### config.mk
export PLATFORM = sky130hd
export DESIGN_NAME = count_display_driver
export DESIGN_NICKNAME = d
export VERILOG_FILES = /design/src/rtl/count_display_pkg.sv /design/src/rtl/count_display_driver_bin_to_bcd.sv /design/src/rtl/count_display_driver.sv
export SDC_FILE = /design/constraint.sdc
export NUM_CORES = 1
export LEC_CHECK = 0
export ABC_AREA = 1
export ABC_CLOCK_PERIOD_IN_PS = 3000
export BUFFER_PORTS_ARGS = -buffer_cell sky130_fd_sc_hd__buf_4
export CAP_MARGIN = 20
export CORE_UTILIZATION = 45
export CTS_CLUSTER_SIZE = 14
export DETAILED_ROUTE_END_ITERATION = 10
export GPL_TIMING_DRIVEN = 0
export PLACE_DENSITY = 0.63
export SYNTH_ARGS = -nofsm -noshare
export SYNTH_HDL_FRONTEND = slang
export SYNTH_SLANG_ARGS = --single-unit
### constraint.sdc
create_clock -name clk -period 3 [get_ports clk]
set_clock_uncertainty 0.2 [all_clocks]
set_input_delay 0.15 -clock clk [delete_from_list [all_inputs] [get_ports clk]]
set_output_delay 0.15 -clock clk [all_outputs]
set_load 0.05 [all_outputs]
### src/rtl/count_display_pkg.sv
// count_display_pkg: shared types, constants and helpers for the
// count_display_driver slice (glyph encoder, BCD digit adjust, converter states).
package count_display_pkg;

  localparam int NUM_DIGITS = 8;

  typedef logic [6:0] seg_t;
  typedef logic [3:0] digit_t;

  localparam seg_t BLANK_GLYPH = 7'h7F;

  typedef enum logic [1:0] {
    IDLE,
    SHIFT,
    DONE
  } conv_state_t;

  // Active-low seven-segment pattern {g,f,e,d,c,b,a}; b and d are lowercase shapes.
  function automatic seg_t glyph(digit_t d);
    seg_t s;
    case (d)
      4'h0:    s = 7'h40;
      4'h1:    s = 7'h79;
      4'h2:    s = 7'h24;
      4'h3:    s = 7'h30;
      4'h4:    s = 7'h19;
      4'h5:    s = 7'h12;
      4'h6:    s = 7'h02;
      4'h7:    s = 7'h78;
      4'h8:    s = 7'h00;
      4'h9:    s = 7'h10;
      4'hA:    s = 7'h08;
      4'hB:    s = 7'h03;
      4'hC:    s = 7'h46;
      4'hD:    s = 7'h21;
      4'hE:    s = 7'h06;
      default: s = 7'h0E;
    endcase
    return s;
  endfunction

  // Add 3 to every BCD digit that is 5 or more, so the following left shift
  // carries correctly into the next decimal digit.
  function automatic logic [35:0] bcd_adjust(logic [35:0] v);
    logic [35:0] r;
    r = v;
    for (int i = 0; i < 9; i++) begin
      if (v[i*4 +: 4] >= 4'd5) begin
        r[i*4 +: 4] = v[i*4 +: 4] + 4'd3;
      end
    end
    return r;
  endfunction

endpackage

### src/rtl/count_display_driver_bin_to_bcd.sv
// bin_to_bcd: sequential shift-add-3 binary to 9-digit BCD converter.
// One load cycle, BIN_W shift cycles, then a single-cycle done pulse.
// A start seen while busy is ignored.
module bin_to_bcd
  import count_display_pkg::*;
#(
  parameter int BIN_W = 28
) (
  input  logic             clk,
  input  logic             reset,
  input  logic             start,
  input  logic [BIN_W-1:0] bin,
  output logic             busy,
  output logic             done,
  output logic [35:0]      bcd
);

  localparam int CNT_W = $clog2(BIN_W + 1);
  localparam logic [CNT_W-1:0] LAST_SHIFT = CNT_W'(BIN_W - 1);

  conv_state_t      state, state_next;
  logic [BIN_W-1:0] bin_sr, bin_next;
  logic [35:0]      bcd_sr, bcd_next;
  logic [CNT_W-1:0] shift_cnt, cnt_next;
  logic [35:0]      bcd_adj;

  // Register the FSM state together with the shift datapath.
  always_ff @(posedge clk or posedge reset) begin
    if (reset) begin
      state     <= IDLE;
      bin_sr    <= '0;
      bcd_sr    <= '0;
      shift_cnt <= '0;
    end else begin
      state     <= state_next;
      bin_sr    <= bin_next;
      bcd_sr    <= bcd_next;
      shift_cnt <= cnt_next;
    end
  end

  // Next-state and datapath: load on start, adjust-and-shift BIN_W times, pulse done.
  always_comb begin
    state_next = state;
    bin_next   = bin_sr;
    bcd_next   = bcd_sr;
    cnt_next   = shift_cnt;
    bcd_adj    = bcd_adjust(bcd_sr);
    case (state)
      IDLE: begin
        if (start) begin
          bin_next   = bin;
          bcd_next   = '0;
          cnt_next   = '0;
          state_next = SHIFT;
        end
      end
      SHIFT: begin
        bcd_next = {bcd_adj[34:0], bin_sr[BIN_W-1]};
        bin_next = {bin_sr[BIN_W-2:0], 1'b0};
        cnt_next = shift_cnt + 1'b1;
        if (shift_cnt == LAST_SHIFT) begin
          state_next = DONE;
        end
      end
      DONE: begin
        state_next = IDLE;
      end
      default: begin
        state_next = IDLE;
      end
    endcase
  end

  assign busy = (state != IDLE);
  assign done = (state == DONE);
  assign bcd  = bcd_sr;

endmodule

### src/rtl/count_display_driver.sv
// count_display_driver: samples the count bus once per frame and scans it
// onto an 8-digit common-anode seven-segment display.
// Optional macro COUNT_DISPLAY_BCD_EN: decimal rendering through bin_to_bcd,
// with digit 7's decimal point flagging values >= 100,000,000.
// Without it the value is rendered in hex on digits 0..6.
module count_display_driver
  import count_display_pkg::*;
#(
  parameter int COUNT_W      = 28,
  parameter int DIGIT_CYCLES = 100_000
) (
  input  logic               clk,
  input  logic               reset,
  input  logic [COUNT_W-1:0] countIn,
  output logic [6:0]         seg,
  output logic               dp,
  output logic [7:0]         an
);

  localparam int DISP_W    = 4 * NUM_DIGITS;
  localparam int REFRESH_W = $clog2(DIGIT_CYCLES);
  localparam logic [REFRESH_W-1:0] REFRESH_MAX = REFRESH_W'(DIGIT_CYCLES - 1);
  localparam logic [2:0] LAST_DIGIT = 3'(NUM_DIGITS - 1);

  generate
    if (DIGIT_CYCLES < 32) begin : g_bad_digit_cycles
      $error("count_display_driver: DIGIT_CYCLES must be at least 32");
    end
  endgenerate

  logic [REFRESH_W-1:0] refresh_cnt;
  logic [2:0]           digit_idx;
  logic                 frame_start;
  logic [COUNT_W-1:0]   snap_reg;
  logic                 load_pending;
  logic [DISP_W-1:0]    digit_reg;
  digit_t               cur_digit;

  assign frame_start = (digit_idx == 3'd0) && (refresh_cnt == '0);

  // Per-digit dwell counter; each wrap advances the scanned digit.
  always_ff @(posedge clk or posedge reset) begin
    if (reset) begin
      refresh_cnt <= '0;
      digit_idx   <= 3'd0;
    end else if (refresh_cnt == REFRESH_MAX) begin
      refresh_cnt <= '0;
      digit_idx   <= digit_idx + 3'd1;
    end else begin
      refresh_cnt <= refresh_cnt + 1'b1;
    end
  end

  // Snapshot the count only at frame start so a frame never shows a torn value.
  always_ff @(posedge clk or posedge reset) begin
    if (reset) begin
      snap_reg     <= '0;
      load_pending <= 1'b0;
    end else begin
      load_pending <= frame_start;
      if (frame_start) begin
        snap_reg <= countIn;
      end
    end
  end

`ifdef COUNT_DISPLAY_BCD_EN
  logic        conv_busy;
  logic        conv_done;
  logic [35:0] conv_bcd;
  logic        ovf_reg;

  bin_to_bcd #(
    .BIN_W(COUNT_W)
  ) u_bin_to_bcd (
    .clk   (clk),
    .reset (reset),
    .start (load_pending & ~conv_busy),
    .bin   (snap_reg),
    .busy  (conv_busy),
    .done  (conv_done),
    .bcd   (conv_bcd)
  );

  // Swap in all decimal digits at once when the converter finishes.
  always_ff @(posedge clk or posedge reset) begin
    if (reset) begin
      digit_reg <= '0;
      ovf_reg   <= 1'b0;
    end else if (conv_done) begin
      digit_reg <= conv_bcd[DISP_W-1:0];
      ovf_reg   <= |conv_bcd[35:DISP_W];
    end
  end
`else
  // Hex digits are simply the snapshot, loaded the cycle after capture.
  always_ff @(posedge clk or posedge reset) begin
    if (reset) begin
      digit_reg <= '0;
    end else if (load_pending) begin
      digit_reg <= DISP_W'(snap_reg);
    end
  end
`endif

  // Select the nibble belonging to the digit currently being scanned.
  always_comb begin
    cur_digit = 4'h0;
    cur_digit = digit_reg[{digit_idx, 2'b00} +: 4];
  end

  // Anode, segment and dp registers all update together to avoid ghosting.
  always_ff @(posedge clk or posedge reset) begin
    if (reset) begin
      an  <= 8'hFF;
      seg <= BLANK_GLYPH;
      dp  <= 1'b1;
    end else begin
      an  <= ~(8'h01 << digit_idx);
      seg <= glyph(cur_digit);
      dp  <= 1'b1;
`ifdef COUNT_DISPLAY_BCD_EN
      if (digit_idx == LAST_DIGIT) begin
        dp <= ~ovf_reg;
      end
`else
      if (digit_idx == LAST_DIGIT) begin
        an  <= 8'hFF;
        seg <= BLANK_GLYPH;
      end
`endif
    end
  end

endmodule

==> results.toml, run 1 <==
[sta]
post-route-period-util_pct = 75.7
finalHoldViolCount = 0
finalSetupViolations = 0
min_period_ns = 2.27
tightestPinTransition_ns = 0.583
slew_violations = 0
rsz0062_at_grt = "false"
timing.fmax_mhz = 441
slew_headroom_pct = 60.8

[worst_setup_path]
critical_path_class = "reg2reg"
cp.arrival_ns = 2.32
reg2reg_depth = 10
required_ns = 3.05
crit_family = "buffers and inverters"
cp_num_buf_inv = 4
cp-start-kind = "flip-flop"
r2r-start = "digit_idx[0]"
cp-startpoint = "digit_idx[0]"
endpoint_kind = "flip-flop"
reg2reg_slack_ns = 0.73
cp-endpoint = "snap_reg[19]"
crit_slowest_cell = "dfrtp_1"
path_cells = "inv_2, buf_6, ha_1, nand4_1, nor2_1, nand3_2, buf_4, buf_6, nand2_1, nand2_1"
crit_cells = 10
cp_max_fo = 11
r2r_end = "snap_reg[19]"
cpPeakStageDelay_ns = 0.50

[placement]
io_buffers = 43
dp_hpwl_microns = 6430
place_inst = 691
gp_congestion = 0.937

[pwr]
power_density_nw_per_um2 = 426
p_seq_share_pct = 57.0
leakage_nw = 2.66
power.internal_mw = 1.68
power_mw = 2.28
comb_power_share_pct = 9.6
vdd_drop_max_uv = 224
sw_frac_of_total_pct = 26.2
power_frac_clock_pct = 33.5
power_switching_uw = 597

[floorplan]
die_y_microns = 100
start_util_pct = 46.8
core_sq_um = 9330
die_w_microns = 100
die_area_sq_um = 10100
rows = 35
io_pins = 46

[cells_and_area]
finalNonFillerCells = 736
layout.nets = 646
layout_commonest_cell = "nand2_1"
drive_gt1_share_pct = 17.6
diodes = 0
fill_cells = 880
area_growth_syn_to_layout_pct = 22.6
layout_common_cells = "nand2_1, dfrtp_1, inv_1, nand3_1, buf_4"

[global_routing]
grt-ovfl-total = 0
grt_max_degree = 74
track_usage_pct = 20.5
antenna_found_initial = 0
grt_pass1_vias = 3451
grt_first_pass_wirelength_microns = 16000

[clocking]
root_buffer = "clkbuf_8"
cts_max_level = 3
cts_buffer_depth = 2
numClockSinks = 91
post_cts.repair.setup_buffers = 0
clk_pin_slew_ns = 0.10
cts_buffers = 9
cts_tree = "done"
clkLatencyLatePin_ns = 0.37

[detailed_routing]
first_pass_iters = 4
viasPerCell = 4.78
drt-total-wl_microns = 9200
drcViolationCount = 0
vias = 3515
wire_per_inst_microns = 12.5
drt_first_iter_violations = 222
ant_nets = 0

[synth]
synth_cells = 517
yosys_register_bits = 91
yosysUniqueCellTypes = 30
syn_area_sq_um = 4360
yosys_warnings = 0
ys_seq_area_share_pct = 52.6
syn_area_per_cell_sq_um = 8.44

[worst_hold_path]
worstHoldPathType = "in2async"

[status]
outcome = "complete, no violations"

[job]
drv_cap = 0
cell usage after synthesis (all sizes together):
cell type	n	area [sq um]
mux2	4	45.0
nor4	2	27.5
a21oi	1	5.00
dfrtp	77	1930
nand4	10	62.6
clkbuf	6	22.5
nor3b	1	7.51
nand3	55	290
nor3	8	51.3
o211ai	1	7.51
ha	14	175
nor2	28	110
dfstp	14	368
clkinv	1	3.75
o31ai	1	7.51
o21ai	27	135
conb	1	3.75
a31oi	1	6.26
xor2	9	78.8
buf	12	104
inv	60	225
nand2	184	698
worst min-delay path by stage:
stage	start	endpoint	slack, ns
6_report	reset	snap_reg[2]	0.07
5_1_grt	reset	snap_reg[2]	0.09
4_1_cts	reset	snap_reg[2]	0.07
3_5_place_dp	reset	snap_reg[26]	-0.08
3_3_place_gp	countIn[9]	snap_reg[9]	0.14
2_1_floorplan	countIn[0]	snap_reg[0]	0.06
power by group through the flow:
stage / registers (mW) / clock network (mW) / logic (mW)
final: 1.30 / 0.762 / 0.218
after detailed placement: 1.32 / 0 / 0.189
after global placement: 1.32 / 0 / 0.181
after floorplan: 1.35 / 0 / 0.0912
after global routing: 1.30 / 0.848 / 0.245
after CTS: 1.30 / 0.794 / 0.219
metal layers:
metal / wire [microns] / vias up / track usage, %
met5: 0 / - / 0
met4: 137 / 0 / 7.13
met3: 395 / 11 / 3.54
met2: 4020 / 87 / 30.3
met1: 4640 / 1634 / 30.3
li1: - / 1783 / -
kinds of logic (layout without fill, tap and decap cells):
group	after synthesis	in the layout	share of synthesized area, %
AOI/OAI and AO/OA	31	31	3.70
xor gates and xnor gates	9	9	1.81
adders and majority gates	14	14	4.02
buffers and inverters	79	168	8.15
DFF	91	91	52.6
muxes	4	4	1.03
other	1	2	0.0860
and+or+nand+nor	288	288	28.6
through the flow:
step	setup TNS, ns	hold slack [ns]	worst slack (ns)	cell area (sq um)	utilization [%]
2_1_floorplan	0	0.0596	0.310	4370	-
3_3_place_gp	-55.28	0.144	-0.723	4850	52.0
3_5_place_dp	0	-0.0793	0.743	4880	52.3
4_1_cts	0	0.0715	0.731	5350	57.3
5_1_grt	0	0.0871	0.571	5350	57.3
6_report	0	0.0738	0.730	5350	57.3
timing repair:
action,in CTS,in global routing
hold endpoints to repair,105,0
hold buffers,29,0
gates resized for setup,0,0
setup endpoints to repair,0,0
area by class of cell:
| type | count | area (sq um) | share of cell area [%] |
|---|---|---|---|
| Clock buffer | 9 | 124 | 2.32 |
| Inverter | 61 | 231 | 4.33 |
| Clock inverter | 7 | 52.6 | 0.983 |
| Sequential cell | 91 | 2290 | 42.9 |
| Tap cell | 129 | 161 | 3.02 |
| Multi-Input combinational cell | 348 | 1720 | 32.1 |
| Timing Repair Buffer | 73 | 641 | 12.0 |
| Buffer | 18 | 126 | 2.36 |
worst register-to-register path, cell delays in order, from the launching register on:
cell and delay, ns:
dfrtp_1 0.50, inv_2 0.19, buf_6 0.17, ha_1 0.25
nand4_1 0.12, nor2_1 0.15, nand3_2 0.12, buf_4 0.21
buf_6 0.15, nand2_1 0.06, nand2_1 0.05
No activity file was read; power rests on OpenSTA's default activity.
==> inputs of run 2 (changes only) <==
--- a/config.mk
+++ b/config.mk
@@ -6,7 +6,7 @@
 export NUM_CORES = 1
 export LEC_CHECK = 0
 export ABC_AREA = 1
-export ABC_CLOCK_PERIOD_IN_PS = 3000
+export ABC_CLOCK_PERIOD_IN_PS = 2250
 export BUFFER_PORTS_ARGS = -buffer_cell sky130_fd_sc_hd__buf_4
 export CAP_MARGIN = 20
 export CORE_UTILIZATION = 45
==> constraint.sdc (replaced) <==
create_clock -name clk -period 2.25 [get_ports clk]
set_clock_uncertainty 0.2 [all_clocks]
set_input_delay 0.1125 -clock clk [delete_from_list [all_inputs] [get_ports clk]]
set_output_delay 0.1125 -clock clk [all_outputs]
set_load 0.05 [all_outputs]
==> results.toml, run 2 (same netlist as run 1, synthesis figures left out) <==
[worst_setup_path]
required_ns = 2.30
reg2reg_slack_ns = 0.13
path_cells = "inv_4, buf_6, ha_2, nand4_1, nor2_1, nand3_2, buf_4, buf_6, nand2_1, nand2_1"
crit_family = "buffers and inverters"
endpoint_kind = "flip-flop"
cp-start-kind = "flip-flop"
cpPeakStageDelay_ns = 0.48
crit_slowest_cell = "dfrtp_2"
critical_path_class = "reg2reg"
cp.arrival_ns = 2.17
cp_num_buf_inv = 4
cp_max_fo = 11

[global_routing]
grt-ovfl-total = 0
antenna_found_initial = 0
grt_first_pass_wirelength_microns = 16700
track_usage_pct = 21.4
grt_pass1_vias = 3358
grt_max_degree = 44

[detailed_routing]
drt-met1-wl_microns = 4920
drt_first_iter_violations = 121
first_pass_iters = 4
top_layer = "met4"
wl_met2_microns = 4400
drt-total-wl_microns = 9690
drcViolationCount = 0
wl_met3_microns = 284
vias = 3536
viasPerCell = 4.77
wire_per_inst_microns = 13.1
ant_nets = 0

[floorplan]
rows = 35
die_w_microns = 100
core_sq_um = 9330
start_util_pct = 46.8
die_area_sq_um = 10100
die_y_microns = 100
io_pins = 46

[sta]
slew_violations = 0
min_period_ns = 2.12
tightestPinTransition_ns = 0.738
slew_headroom_pct = 50.4
post-route-period-util_pct = 94.2
rsz0062_at_grt = "false"
finalHoldViolCount = 0
finalSetupViolations = 0
timing.fmax_mhz = 472
fin_tns_setup_ns = 0
fin_ws_ns = 0.130

[placement]
dp_hpwl_microns = 6940
io_buffers = 43
place_inst = 692
gp_congestion = 0.891
place_ws_ns = -0.00317

[job]
drv_cap = 0

[cells_and_area]
layout_common_cells = "nand2_1, dfrtp_1, inv_1, buf_4, nand3_1"
drive_gt1_share_pct = 18.9
area_growth_syn_to_layout_pct = 24.2
final-seq-area_sq_um = 2300
layout.nets = 652
multi_input_area_sq_um = 1720
layout_commonest_cell = "nand2_1"
finalNonFillerCells = 742
fill_cells = 910
diodes = 0

[status]
outcome = "complete, no violations"

[worst_hold_path]
worstHoldPathType = "in2async"

[clocking]
clkLatencyLatePin_ns = 0.36
cts_tree = "done"
cts_buffers = 9
numClockSinks = 91
clk_pin_slew_ns = 0.10
cts_buffer_depth = 2
cts_max_level = 3
root_buffer = "clkbuf_8"

[pwr]
power_density_nw_per_um2 = 568
leakage_nw = 2.69
vdd_drop_max_uv = 320
## run 2: cell count changes in the layout (fill, tap and decap cells not counted), sizes merged
| cell | previous run | this run |
|---|---|---|
| clkinvlp | 1 | 2 |
| clkbuf | 15 | 16 |
| inv | 62 | 61 |
| buf | 56 | 62 |
| clkinv | 5 | 4 |
## run 2: where the power goes
part	total [mW]	switching [mW]	internal, mW
sequential	1.73	0.0250	1.70
clock	1.05	0.610	0.442
combinational	0.297	0.165	0.132
total	3.08	0.800	2.28
## run 2: timing repair
action / 4_1_cts / 5_1_grt
buffers inserted: 0 / 5
gates resized for setup: 1 / 4
pin swaps: 0 / 1
endpoints found under the setup margin: 11 / 26
hold buffers: 29 / 0
endpoints found under the hold margin: 65 / 0
## run 2: final cells by class
| cell class | count | area share, % |
|---|---|---|
| flip-flops and latches | 91 | 42.4 |
| multi-input cells | 348 | 31.8 |
| repair buffers | 79 | 12.7 |
| inverters | 61 | 4.39 |
| well taps | 129 | 2.98 |
| clock buffers | 10 | 2.54 |
| plain buffers | 18 | 2.33 |
| clock inverters | 6 | 0.878 |
## run 2: routing by layer
layer	vias to the layer above	track usage (%)
li1	1804	-
met1	1670	32.3
met2	54	32.0
met3	8	3.33
met4	0	6.02
met5	-	0
## run 2: path summary, 6_finish.rpt
kind / start / to / cells after the start
min in group clk: countIn[12] / snap_reg[12] / 4
max in group asynchronous: reset / digit_reg[1] / 5
max: digit_idx[0] / snap_reg[11] / 10
max reg2reg: digit_idx[0] / snap_reg[11] / 10
min reg2reg: snap_reg[22] / snap_reg[22] / 2
min: reset / digit_idx[2] / 3
## run 2: stage by stage
stage / util (%) / hold WS, ns / area [sq um] / power (mW)
2_1_floorplan: - / 0.0221 / 4370 / 1.92
3_3_place_gp: 52.0 / 0.107 / 4850 / 2.00
3_5_place_dp: 52.5 / -0.0881 / 4890 / 2.02
4_1_cts: 57.6 / 0.0774 / 5370 / 3.11
5_1_grt: 58.1 / 0.109 / 5420 / 3.21
6_report: 58.1 / 0.0901 / 5420 / 3.08
## run 2: worst register-to-register path, stage by stage (launching register included)
cell     delay, ns
dfrtp_2       0.48
inv_4         0.12
buf_6         0.16
ha_2          0.23
nand4_1       0.10
nor2_1        0.13
nand3_2       0.11
buf_4         0.20
buf_6         0.15
nand2_1       0.07
nand2_1       0.06
==> inputs of run 3 (changes only) <==
--- a/config.mk
+++ b/config.mk
@@ -13,7 +13,6 @@
 export CTS_CLUSTER_SIZE = 14
 export DETAILED_ROUTE_END_ITERATION = 10
 export GPL_TIMING_DRIVEN = 0
-export PLACE_DENSITY = 0.63
 export SYNTH_ARGS = -nofsm -noshare
 export SYNTH_HDL_FRONTEND = slang
 export SYNTH_SLANG_ARGS = --single-unit
==> results.toml, run 3 (same netlist as run 1, synthesis figures left out) <==
[clocking]
cts_buffer_depth = 2
numClockSinks = 91
cts_buffers = 9
cts_tree = "done"
clk_pin_slew_ns = 0.10
cts_max_level = 3
clkLatencyLatePin_ns = 0.37
root_buffer = "clkbuf_8"

[sta]
slew_violations = 0
timing.fmax_mhz = 475
finalHoldViolCount = 0
finalSetupViolations = 0
rsz0062_at_grt = "true"
fin_tns_setup_ns = 0
post-route-period-util_pct = 93.7
min_period_ns = 2.11
fin_ws_ns = 0.143

[worst_setup_path]
required_ns = 2.30
r2r_end = "snap_reg[19]"
reg2reg_slack_ns = 0.14
critical_path_class = "reg2reg"
reg2reg_depth = 10
cp-start-kind = "flip-flop"
cp_max_fo = 11
r2r-start = "digit_idx[0]"
cp-startpoint = "digit_idx[0]"
cp-endpoint = "snap_reg[19]"
endpoint_kind = "flip-flop"
cp.arrival_ns = 2.16

[global_routing]
grtUsageMet1_pct = 31.1
top_usage_layer = "met2"
use_met3_pct = 2.70
track_usage_pct = 21.1
antenna_found_initial = 0
grt-ovfl-total = 0
grt_pass1_vias = 3416
grtUsageMet2_pct = 32.1
grt_first_pass_wirelength_microns = 16500
grt_max_degree = 41

[detailed_routing]
wire_per_inst_microns = 13.0
ant_nets = 0
drt-total-wl_microns = 9600
first_pass_iters = 4
viasPerCell = 4.77
vias = 3514
drcViolationCount = 0
drt_first_iter_violations = 155

[pwr]
leakage_nw = 2.68
vdd_drop_max_uv = 345
power_switching_uw = 830
power_frac_clock_pct = 37.3
power_mw = 3.23
power_density_nw_per_um2 = 596
power.internal_mw = 2.40
comb_power_share_pct = 9.1
sw_frac_of_total_pct = 25.7
p_seq_share_pct = 53.6

[status]
outcome = "complete, no violations"

[cells_and_area]
layout_common_cells = "nand2_1, dfrtp_1, inv_1, nand3_1, buf_4"
layout.nets = 647
layout_commonest_cell = "nand2_1"
diodes = 0
drive_gt1_share_pct = 18.4
final_cell_area_sq_um = 5420
area_growth_syn_to_layout_pct = 24.2

[floorplan]
die_area_sq_um = 10100
start_util_pct = 46.8
rows = 35
die_w_microns = 100
io_pins = 46
die_y_microns = 100
core_sq_um = 9330

[worst_hold_path]
worstHoldPathType = "in2async"

[placement]
gp_congestion = 0.903
place_ws_ns = 0.0249
dp_hpwl_microns = 7040
io_buffers = 43
place_area_sq_um = 4890

[job]
drv_cap = 0
-- run 3: cell count changes in the layout (fill, tap and decap cells not counted) --
| cell | delta |
|---|---|
| nor4_1 | -1 |
| clkinv_8 | +1 |
| buf_4 | -5 |
| inv_4 | -1 |
| inv_2 | +1 |
| inv_6 | +1 |
| bufinv_16 | +1 |
| clkinv_4 | -2 |
| nor4_2 | +1 |
| clkinv_2 | -1 |
-- run 3: worst max-delay path: stages (launching register included) --
cell and delay (ns):
dfrtp_2 0.50, inv_4 0.12, buf_6 0.15, ha_2 0.22
nand4_1 0.10, nor2_1 0.13, nand3_2 0.11, buf_4 0.20
buf_6 0.15, nand2_1 0.06, nand2_1 0.05
-- run 3: layout make-up --
type / count / area (sq um)
Clock inverter: 6 / 80.1
Buffer: 18 / 126
Tap cell: 129 / 161
Timing Repair Buffer: 74 / 653
Fill cell: 869 / 3910
Multi-Input combinational cell: 348 / 1730
Inverter: 61 / 235
Sequential cell: 91 / 2300
Clock buffer: 10 / 138
-- run 3: power groups by stage --
| stage | clock (mW) | combinational (mW) | sequential [mW] |
|---|---|---|---|
| floorplan | 0 | 0.122 | 1.79 |
| global placement | 0 | 0.245 | 1.76 |
| detailed placement | 0 | 0.257 | 1.76 |
| CTS | 1.24 | 0.297 | 1.73 |
| global route | 1.30 | 0.330 | 1.74 |
| finish | 1.21 | 0.294 | 1.73 |
-- run 3: worst min path at each step --
stage / start / end / depth (start not counted)
2_1_floorplan: countIn[0] / snap_reg[0] / 2
3_3_place_gp: countIn[12] / snap_reg[12] / 3
3_5_place_dp: reset / digit_idx[2] / 2
4_1_cts: reset / digit_idx[2] / 3
5_1_grt: reset / digit_idx[2] / 3
6_report: reset / refresh_cnt[15] / 3
-- run 3: per-layer routing --
layer  vias to the layer above  wire length (microns)
met1                      1631                   4870
met2                        82                   4200
met3                         8                    426
met5                         -                      0
li1                       1793                      -
met4                         0                    103
-- run 3: what timing repair did --
action	4_1_cts	5_1_grt
gates resized for setup	0	5
hold buffers	29	0
buffers inserted	0	0
hold endpoints to repair	107	0
setup endpoints to repair	0	28
-- run 3: metrics by stage --
stage,hold WS [ns],util (%),std cells
2_1_floorplan,0.0221,-,518
3_3_place_gp,0.107,52.0,690
3_5_place_dp,-0.0608,52.5,692
4_1_cts,0.0878,57.9,737
5_1_grt,0.131,58.1,737
6_report,0.103,58.1,737
